`config.mk`:
```
export PLATFORM = sky130hd
export DESIGN_NAME = switch_control
export DESIGN_NICKNAME = d
export VERILOG_FILES = /design/src/rtl/switch_control_pkg.sv /design/src/rtl/switch_control_routing.sv /design/src/rtl/switch_control.sv
export SDC_FILE = /design/constraint.sdc
export NUM_CORES = 1
export LEC_CHECK = 0
export CORE_ASPECT_RATIO = 1.4
export CORE_UTILIZATION = 30
export CTS_BUF_LIST = sky130_fd_sc_hd__clkbuf_4
export DETAILED_ROUTE_END_ITERATION = 10
export HOLD_SLACK_MARGIN = 0.1
export PLACE_DENSITY = 0.67
export SLEW_MARGIN = 20
export SYNTH_ARGS = -nofsm -noshare
export SYNTH_HDL_FRONTEND = slang
export SYNTH_SLANG_ARGS = --single-unit
```
`constraint.sdc`:
```
create_clock -name clock -period 4.4 [get_ports clock]
set_input_delay 0.66 -clock clock [delete_from_list [all_inputs] [get_ports clock]]
set_output_delay 0.66 -clock clock [all_outputs]
set_load 0.05 [all_outputs]
```
`src/rtl/switch_control_pkg.sv`:
```
// Shared constants, state encoding and small helpers for the switch allocator.
package switch_control_pkg;

  localparam int TAM_FLIT   = 16;  // flit width
  localparam int METADEFLIT = 8;   // half flit: y coordinate width
  localparam int NPORT      = 5;   // router ports
  localparam int PORT_IDX_W = 3;   // width of a port index

  // Port indices
  localparam logic [PORT_IDX_W-1:0] EAST  = 3'd0;
  localparam logic [PORT_IDX_W-1:0] WEST  = 3'd1;
  localparam logic [PORT_IDX_W-1:0] NORTH = 3'd2;
  localparam logic [PORT_IDX_W-1:0] SOUTH = 3'd3;
  localparam logic [PORT_IDX_W-1:0] LOCAL = 3'd4;
  localparam logic [PORT_IDX_W-1:0] LAST_PORT = 3'd4;

  // Routing result qualifier
  localparam logic [1:0] ROUTERCONTROL = 2'b00;  // no usable decision
  localparam logic [1:0] VALID_REGION  = 2'b01;  // outputPort is usable

  typedef enum logic [1:0] {
    S_IDLE  = 2'd0,
    S_ARB   = 2'd1,
    S_ROUTE = 2'd2,
    S_GRANT = 2'd3
  } sc_state_e;

  // Binary index of the set bit of a one-hot port vector.
  function automatic logic [PORT_IDX_W-1:0] onehot_encode(input logic [NPORT-1:0] oh);
    logic [PORT_IDX_W-1:0] idx;
    idx = '0;
    for (int i = 0; i < NPORT; i++) begin
      if (oh[i]) idx = PORT_IDX_W'(i);
    end
    return idx;
  endfunction

endpackage

```
`src/rtl/switch_control_routing.sv`:
```
// XY routing: resolve the X coordinate first, then Y, else deliver locally.
module routingMechanism
  import switch_control_pkg::*;
#(
  parameter logic [TAM_FLIT-1:0] adress = 16'h0000
) (
  input  logic [TAM_FLIT-1:0] dest_i,
  output logic [NPORT-1:0]    output_port_o,
  output logic [1:0]          find_o
);

  localparam logic [TAM_FLIT-METADEFLIT-1:0] X_CUR = adress[TAM_FLIT-1:METADEFLIT];
  localparam logic [METADEFLIT-1:0]          Y_CUR = adress[METADEFLIT-1:0];

  logic [TAM_FLIT-METADEFLIT-1:0] x_dst;
  logic [METADEFLIT-1:0]          y_dst;

  assign x_dst = dest_i[TAM_FLIT-1:METADEFLIT];
  assign y_dst = dest_i[METADEFLIT-1:0];

  // Pick exactly one output direction for the latched destination.
  always_comb begin
    output_port_o = '0;
    find_o        = VALID_REGION;
    if (x_dst > X_CUR)      output_port_o[EAST]  = 1'b1;
    else if (x_dst < X_CUR) output_port_o[WEST]  = 1'b1;
    else if (y_dst > Y_CUR) output_port_o[NORTH] = 1'b1;
    else if (y_dst < Y_CUR) output_port_o[SOUTH] = 1'b1;
    else                    output_port_o[LOCAL] = 1'b1;
  end

endmodule

```
`src/rtl/switch_control.sv`:
```
// Round-robin header arbitration, output-port reservation and release.
module switch_control
  import switch_control_pkg::*;
#(
  parameter logic [TAM_FLIT-1:0] adress = 16'h0000
) (
  input  logic                        clock,
  input  logic                        reset,
  input  logic [NPORT-1:0]            h,
  input  logic [NPORT*TAM_FLIT-1:0]   data,
  input  logic [NPORT-1:0]            sender,
  output logic [NPORT-1:0]            ack_h,
  output logic [NPORT-1:0]            free,
  output logic [NPORT*PORT_IDX_W-1:0] mux_in,
  output logic [NPORT*PORT_IDX_W-1:0] mux_out
);

  sc_state_e                 state_q, state_d;
  logic [PORT_IDX_W-1:0]     prev_q, prev_d;
  logic [PORT_IDX_W-1:0]     sel_q, sel_d;
  logic [TAM_FLIT-1:0]       dest_q, dest_d;
  logic [NPORT-1:0]          ack_q, ack_d;
  logic [NPORT-1:0]          free_q, free_d;
  logic [PORT_IDX_W-1:0]     mux_in_q[NPORT], mux_in_d[NPORT];
  logic [PORT_IDX_W-1:0]     mux_out_q[NPORT], mux_out_d[NPORT];

  logic [TAM_FLIT-1:0]       head[NPORT];
  logic [NPORT-1:0]          output_port;
  logic [1:0]                find;
  logic [PORT_IDX_W-1:0]     target;
  logic                      route_ok;

  // First requester after the last winner, wrapping 4 -> 0.
  function automatic logic [PORT_IDX_W-1:0] rr_pick(input logic [NPORT-1:0] req,
                                                     input logic [PORT_IDX_W-1:0] last);
    logic [PORT_IDX_W-1:0] idx;
    logic [PORT_IDX_W-1:0] pick;
    logic                  found;
    idx   = last;
    pick  = last;
    found = 1'b0;
    for (int k = 0; k < NPORT; k++) begin
      idx = (idx == LAST_PORT) ? '0 : idx + 3'd1;
      if (!found && req[idx]) begin
        pick  = idx;
        found = 1'b1;
      end
    end
    return pick;
  endfunction

  // Unpack heads and pack the select tables.
  generate
    for (genvar gi = 0; gi < NPORT; gi++) begin : g_port
      assign head[gi] = data[gi*TAM_FLIT +: TAM_FLIT];
      assign mux_in[gi*PORT_IDX_W +: PORT_IDX_W]  = mux_in_q[gi];
      assign mux_out[gi*PORT_IDX_W +: PORT_IDX_W] = mux_out_q[gi];
    end
  endgenerate

  routingMechanism #(.adress(adress)) u_routing (
    .dest_i        (dest_q),
    .output_port_o (output_port),
    .find_o        (find)
  );

  assign target   = onehot_encode(output_port);
  assign route_ok = (find == VALID_REGION) && (output_port != '0)
                    && ((output_port & (output_port - 5'd1)) == '0);

  assign ack_h = ack_q;
  assign free  = free_q;

  // Next-state: arbitration FSM plus the free-running port release.
  always_comb begin
    state_d   = state_q;
    prev_d    = prev_q;
    sel_d     = sel_q;
    dest_d    = dest_q;
    ack_d     = ack_q;
    free_d    = free_q;
    mux_in_d  = mux_in_q;
    mux_out_d = mux_out_q;

    for (int o = 0; o < NPORT; o++) begin
      if (!free_q[o] && !sender[mux_out_q[o]]) free_d[o] = 1'b1;
    end

    case (state_q)
      S_IDLE: begin
        if (|h) state_d = S_ARB;
      end
      S_ARB: begin
        if (|h) begin
          sel_d   = rr_pick(h, prev_q);
          dest_d  = head[sel_d];
          state_d = S_ROUTE;
        end else begin
          state_d = S_IDLE;
        end
      end
      S_ROUTE: begin
        // Winner goes to the back of the queue whether granted or blocked.
        prev_d  = sel_q;
        state_d = S_IDLE;
        if (route_ok && free_q[target]) begin
          free_d[target]    = 1'b0;
          mux_out_d[target] = sel_q;
          mux_in_d[sel_q]   = target;
          ack_d             = '0;
          ack_d[sel_q]      = 1'b1;
          state_d           = S_GRANT;
        end
      end
      S_GRANT: begin
        ack_d   = '0;
        state_d = S_IDLE;
      end
      default: state_d = S_IDLE;
    endcase
  end

  // State registers with asynchronous active-low reset.
  always_ff @(posedge clock or negedge reset) begin
    if (!reset) begin
      state_q <= S_IDLE;
      prev_q  <= LOCAL;
      sel_q   <= '0;
      dest_q  <= '0;
      ack_q   <= '0;
      free_q  <= '1;
      for (int i = 0; i < NPORT; i++) begin
        mux_in_q[i]  <= '0;
        mux_out_q[i] <= '0;
      end
    end else begin
      state_q   <= state_d;
      prev_q    <= prev_d;
      sel_q     <= sel_d;
      dest_q    <= dest_d;
      ack_q     <= ack_d;
      free_q    <= free_d;
      mux_in_q  <= mux_in_d;
      mux_out_q <= mux_out_d;
    end
  end

endmodule

```
Yosys cells after proc, flatten, opt, wreduce, memory -nomap -nowiden
Index checks and enable logic that the tools add are counted.
{"block": "word_totals", "regBits": 64, "latch_bits": 0, "mem_bits_rw": 0, "rom_bits": 0, "in_bits": 92, "out_inout_bits": 40, "mem_count": 0}
{"block": "classes", "n_addsub": 6, "mul": 0, "div": 0, "order_cmp": 23, "eq_ne": 10, "shift": 0, "n_mux": 84, "bitwise_logic": 6, "n_reduce_logical": 37}
{"cell": "binary-select mux 16 bit (select 3 bit)", "count": 1}
{"cell": "less-than comparator 3 x 4 -> 1 bit, second input constant", "count": 12}
{"cell": "2-to-1 mux 3 bit", "count": 16}
{"cell": "2-to-1 mux 1 bit", "count": 36}
{"cell": "binary-select mux 1 bit (select 3 bit)", "count": 11}
{"cell": "2-to-1 mux 16 bit", "count": 2}
{"cell": "bitwise mux 15 bit", "count": 2}
{"cell": "demux 3 bit (select 3 bit)", "count": 2}
{"cell": "greater-than comparator 8 x 1 -> 1 bit, second input constant", "count": 2}
{"cell": "less-than comparator 8 x 1 -> 1 bit, second input constant", "count": 2}
{"cell": "adder 3 x 1 -> 3 bit, second input constant", "count": 5}
{"cell": "equality test 3 bit, second input constant", "count": 5}
{"cell": "logical AND 1 bit", "count": 15}
{"cell": "2-to-1 mux 5 bit", "count": 3}
{"cell": "logical NOT 1 bit", "count": 14}
{"cell": "greater-or-equal comparator 4 bit, second input constant", "count": 3}
{"cell": "2-to-1 mux 2 bit", "count": 6}
{"cell": "inverter 3 -> 4 bit", "count": 3}
{"cell": "bitwise AND 5 bit", "count": 2}
{"cell": "case mux 5 bit (2 select lines)", "count": 1}
{"cell": "less-than comparator 4 x 1 -> 1 bit, second input constant", "count": 2}
{"cell": "case mux 2 bit (4 select lines)", "count": 1}
{"cell": "demux 1 bit (select 3 bit)", "count": 2}
{"cell": "greater-or-equal comparator 3 x 1 -> 1 bit, second input constant", "count": 2}
{"cell": "12 further kinds", "count": 16}

Logic depth before layout (Yosys ltp)
{"block": "logic_depth", "depth_word": 31, "depth_mapped": 21}

Modules after synthesis
Synthesis repeated with hierarchy kept, for this count alone.
{"block": "hier_totals", "hier_cells": 509, "area_unflattened_um2": 4921.0}
{"mod": "switch_control", "n_inst": 1, "cells_per_inst": 496, "area_each_um2": 4832.1, "seq_area_each_um2": 1609.0}
{"mod": "routingMechanism", "n_inst": 1, "cells_per_inst": 13, "area_each_um2": 88.8, "seq_area_each_um2": 0.0}

Worst setup path before layout
OpenSTA, ideal clock, no wires.
{"block": "synth_timing", "path_kind": "register to register", "from": "register prev_q[0]", "to": "register dest_q[10]", "setup_ns": 0.130, "t_arrival_ns": 4.284, "required_ns": 4.270, "slack_ns": -0.014, "stages_incl_launch_ff": 20, "path_buffers": 3, "path_cell_list": "dfrtp_1 > buf_2 > inv_1 > ha_1 > a21o_4 > ha_1 > o21ai_1 > a22oi_4 > ha_1 > inv_1 > a2111oi_4 > o32ai_4 > mux2i_2 > nor2b_1 > or3_1 > buf_4 > mux2_4 > buf_6 > a211oi_1 > o31ai_1"}
{"block": "synth_via", "elab_chain_len": 31}
{"item": "start, declared", "line_no": "switch_control.sv:19", "source": "logic [PORT_IDX_W-1:0] prev_q, prev_d;"}
{"item": "start signal, assigned", "line_no": "switch_control.sv:138", "source": "prev_q <= prev_d;"}
{"item": "branches (longest 24 deep; another with adder 3 x 1 -> 3 bit)"}
{"item": "2-to-1 mux 3 bit *", "line_no": "switch_control.sv:44", "source": "if (!found && req[idx]) begin"}
{"item": "2-to-1 mux 3 bit *", "line_no": "switch_control.sv:94", "source": "if (|h) begin"}
{"item": "2-to-1 mux 3 bit *", "line_no": "switch_control.sv:89", "source": "case (state_q)"}
{"item": "inverter 3 -> 4 bit (not written as such) *", "line_no": "switch_control.sv:96", "source": "dest_d = head[sel_d];"}
{"item": "binary-select mux 16 bit (select 3 bit) *", "line_no": "switch_control.sv:96"}
{"item": "2-to-1 mux 16 bit (not written as such) * (2 in a row)", "line_no": "switch_control.sv:96"}
{"item": "end signal, assigned", "line_no": "switch_control.sv:140", "source": "dest_q <= dest_d;"}
{"item": "end, declared", "line_no": "switch_control.sv:21", "source": "logic [TAM_FLIT-1:0] dest_q, dest_d;"}
Mark *: on every way between the ends. The select of a mux whose other input is x is not followed.
A chain may end at the register's enable or synchronous reset.

Worst setup path in the final report
{"block": "layout_timing", "from": "register prev_q[1]", "to": "register dest_q[8]"}
The elaborated chain is that of the path after synthesis.

==> flow_summary.toml <==
[route]
drt-pass1-iter-count = 4
drtIter0Drc = 136
num_vias = 4129
drc = 0
wire_per_inst_um = 16.83
vias_per_cell = 5.307
routed_wl_um = 13090
drt.antenna.violating_nets = 0

[global_route]
overflow = 0
grt_max_degree = 54
antenna_found_initial = 0
grt_pass1_wl_um = 20720
track_usage_pct = 17.66
grt_pass1_vias = 4162

[worst_setup_path]
critical_path.startpoint = "prev_q[1]"
rrSetupSlack_ns = 0.16
critPathLaunchType = "register"
cp_slowest_cell = "or3_4"
worstPathRequired_ns = 4.66
crit_path_max_incr_delay_ns = 0.44
endpoint = "dest_q[8]"
crit_fanout = 34
cp_cell_sequence = "inv_1 -> ha_1 -> a21o_4 -> ha_1 -> nor2_1 -> a311o_2 -> mux2_2 -> and4_4 -> nor3_4 -> nand3_1 -> or3_4 -> buf_6 -> mux2_4 -> a211oi_1 -> o31ai_1"
r2r-end = "dest_q[8]"
cp-end-kind = "register"
r2r_start = "prev_q[1]"
r2r_cells = 15
cp.arrival_ns = 4.50
cpMostUsedCell = "ha_1"
criticalPathCategory = "reg2reg"

[clocking]
clkLatencyLatePin_ns = 0.37
clkTransAtPathRegs_ns = 0.15
cts_buffers = 5
cts_tree = "yes"
htree_levels = 2
cts_hold_buf = 0
cts.sinks = 53
root_buffer = "clkbuf_4"
clock_path_buffers = 2

[yosys]
synth_top_cell_area_share_pct = 27.19
synthArstFlopShare_pct = 100.0
yosys.area.top_type = "dfrtp_1"
ys.flop_type = "dfrtp_1"
syn_avg_cell_area_sq_um = 9.383
synth_area_leaders = "dfrtp_1 (27%), a211oi_1 (11%), mux2_2 (5.7%)"
ys_seq_area_share_pct = 30.84
synthCells = 461
netlist_area_sq_um = 4325
ys_ff_latch = 53
yosysMostFrequentCell = "a211oi_1"
synth_common_cells = "a211oi_1 (62), dfrtp_1 (47), inv_1 (45), nand2_1 (24), mux2_2 (22)"
yosys_warnings = 0
synth_edf_count = 0
synth.distinct_cells = 73

[timing]
hold_viol = 0
period_share_pct = 96.38
finalSetupViolations = 0
slew_violations = 0
min_period_ns = 4.241
clock-skew-final_ns = 0.01286
worst_pin_slew_ns = 0.7381
relSlewSlack_pct = 50.34
fmax_mhz = 235.8
setup_tns_ns = 0
rsz0062_at_grt = "no"

[final_layout]
stdcell_area_sq_um = 5984
layout.nets = 692
drive_above_1_share_pct = 19.56
syn_to_final_growth_pct = 38.36
diodes = 0

[placed_design]
dpl-instance-area_sq_um = 5784
hpwlAfterDp_um = 10090
numPortBuffers = 120
place_congestion = 0.9313

[run]
max-cap-violations = 0

[die]
core-area_sq_um = 13970
die_area_sq_um = 14910
fp-row-count = 51
io_pins = 132
start_util_pct = 30.95
die_y_um = 144.1
die_w_um = 103.5

[outcome]
status = "finished clean"

[min_path]
worst_hold_path_type = "in2async"
## layer usage
layer	up-vias	GRT usage, %	wire [um]
li1	1985	-	-
met1	1973	20.75	5152
met2	144	32.21	7056
met3	27	2.562	540
met4	0	5.856	343
met5	-	0	0
## how the worst min path moves through the flow
stage | start | to | slack (ns) | cells past startpoint
CTS | reset | ack_h[3] | 0.40 | 2
floorplan | reset | ack_h[0] | 0.36 | 0
global placement | ack_h[2] | ack_h[2] | 0.47 | 1
finish | reset | ack_h[3] | 0.38 | 2
global route | reset | ack_h[3] | 0.38 | 2
detailed placement | ack_h[3] | ack_h[3] | 0.47 | 2
## registers in the layout (all words and copies together) (netlist names)
name,cells
dest_q,16
mux_in,10
mux_out,9
ack_h,5
free,5
prev_q,3
sel_q,3
state_q,2
## cell type report
type / instances / area, sq um
Inverter: 47 / 178.9
Clock buffer: 6 / 45.04
Clock inverter: 2 / 38.79
Multi-Input combinational cell: 332 / 2684
Sequential cell: 53 / 1334
Fill cell: 1385 / 7990
Timing Repair Buffer: 153 / 1473
Tap cell: 185 / 231.5
## cell usage in the layout, fill, tap and decap left out, drive strengths merged, types with 2 or more instances in the layout
cell           synthesis  layout
nor4                   7       7
a31oi                  7       7
o211a                  3       3
a311oi                 3       3
nor3b                  5       5
nand2                 24      24
or2                    3       3
buf                   30      34
nand3                  5       5
and2                  16      16
o21ai                 15      15
clkdlybuf4s50          0     119
nand4                  2       2
ha                     8       8
a21oi                 12      12
dfstp                  6       6
dfrtp                 47      47
and4                   2       2
conb                   1      11
inv                   47      47
a22oi                  2       2
nand2b                 4       4
o211ai                 3       3
nor2                  17      17
nor3                   5       5
nor2b                  6       6
mux2                  23      24
a41oi                 16      16
a21o                   8       8
o21a                   6       6
clkbuf                11       6
o31ai                 18      18
and3                   2       2
mux2i                  8       9
a211oi                67      67
nand3b                 2       2
mux4                   5       5
## critical path: cells and delay by family (launching register included)
| family | cells | cell delay (ns) |
|---|---|---|
| DFF | 1 | 0.38 |
| and+or+nand+nor | 5 | 1.25 |
| muxes | 2 | 0.80 |
| adders and majority gates | 2 | 0.45 |
| buffers and inverters | 2 | 0.30 |
| AOI/OAI and AO/OA | 4 | 0.96 |
## logic make-up (layout without fill, tap and decap cells)
group                      after synthesis  after routing  share of synthesized area (%)
adders and majority gates                8              8                          2.314
buffers and inverters                   88            208                          9.893
other                                    1             11                        0.08670
and+or+nand+nor                        104            104                          13.36
AOI/OAI and AO/OA                      169            169                          31.91
xor gates and xnor gates                 2              2                         0.4050
DFF                                     53             53                          30.84
muxes                                   36             38                          11.19
## stage by stage
step / hold WS (ns) / std cells / setup slack, ns / util [%]
after floorplan: 0.3644 / 471 / 0.04870 / -
after global placement: 0.4671 / 764 / 0.05777 / 41.39
after detailed placement: 0.4719 / 764 / -0.05580 / 41.39
after CTS: 0.4004 / 773 / 0.05638 / 42.24
after global routing: 0.3820 / 778 / 0.0003233 / 42.82
final: 0.3801 / 778 / 0.1595 / 42.82
## what timing repair did
item                                   in CTS  in global routing
setup endpoints to repair                  16                 16
endpoints found under the hold margin       0                  0
buffers inserted                            0                  4
resized for setup                           4                  9
gates cloned                                1                  1
pin swaps                                   0                  2
Power is not shown: default switching activity piles up to over one toggle a cycle in this logic, so the estimate is an artifact.
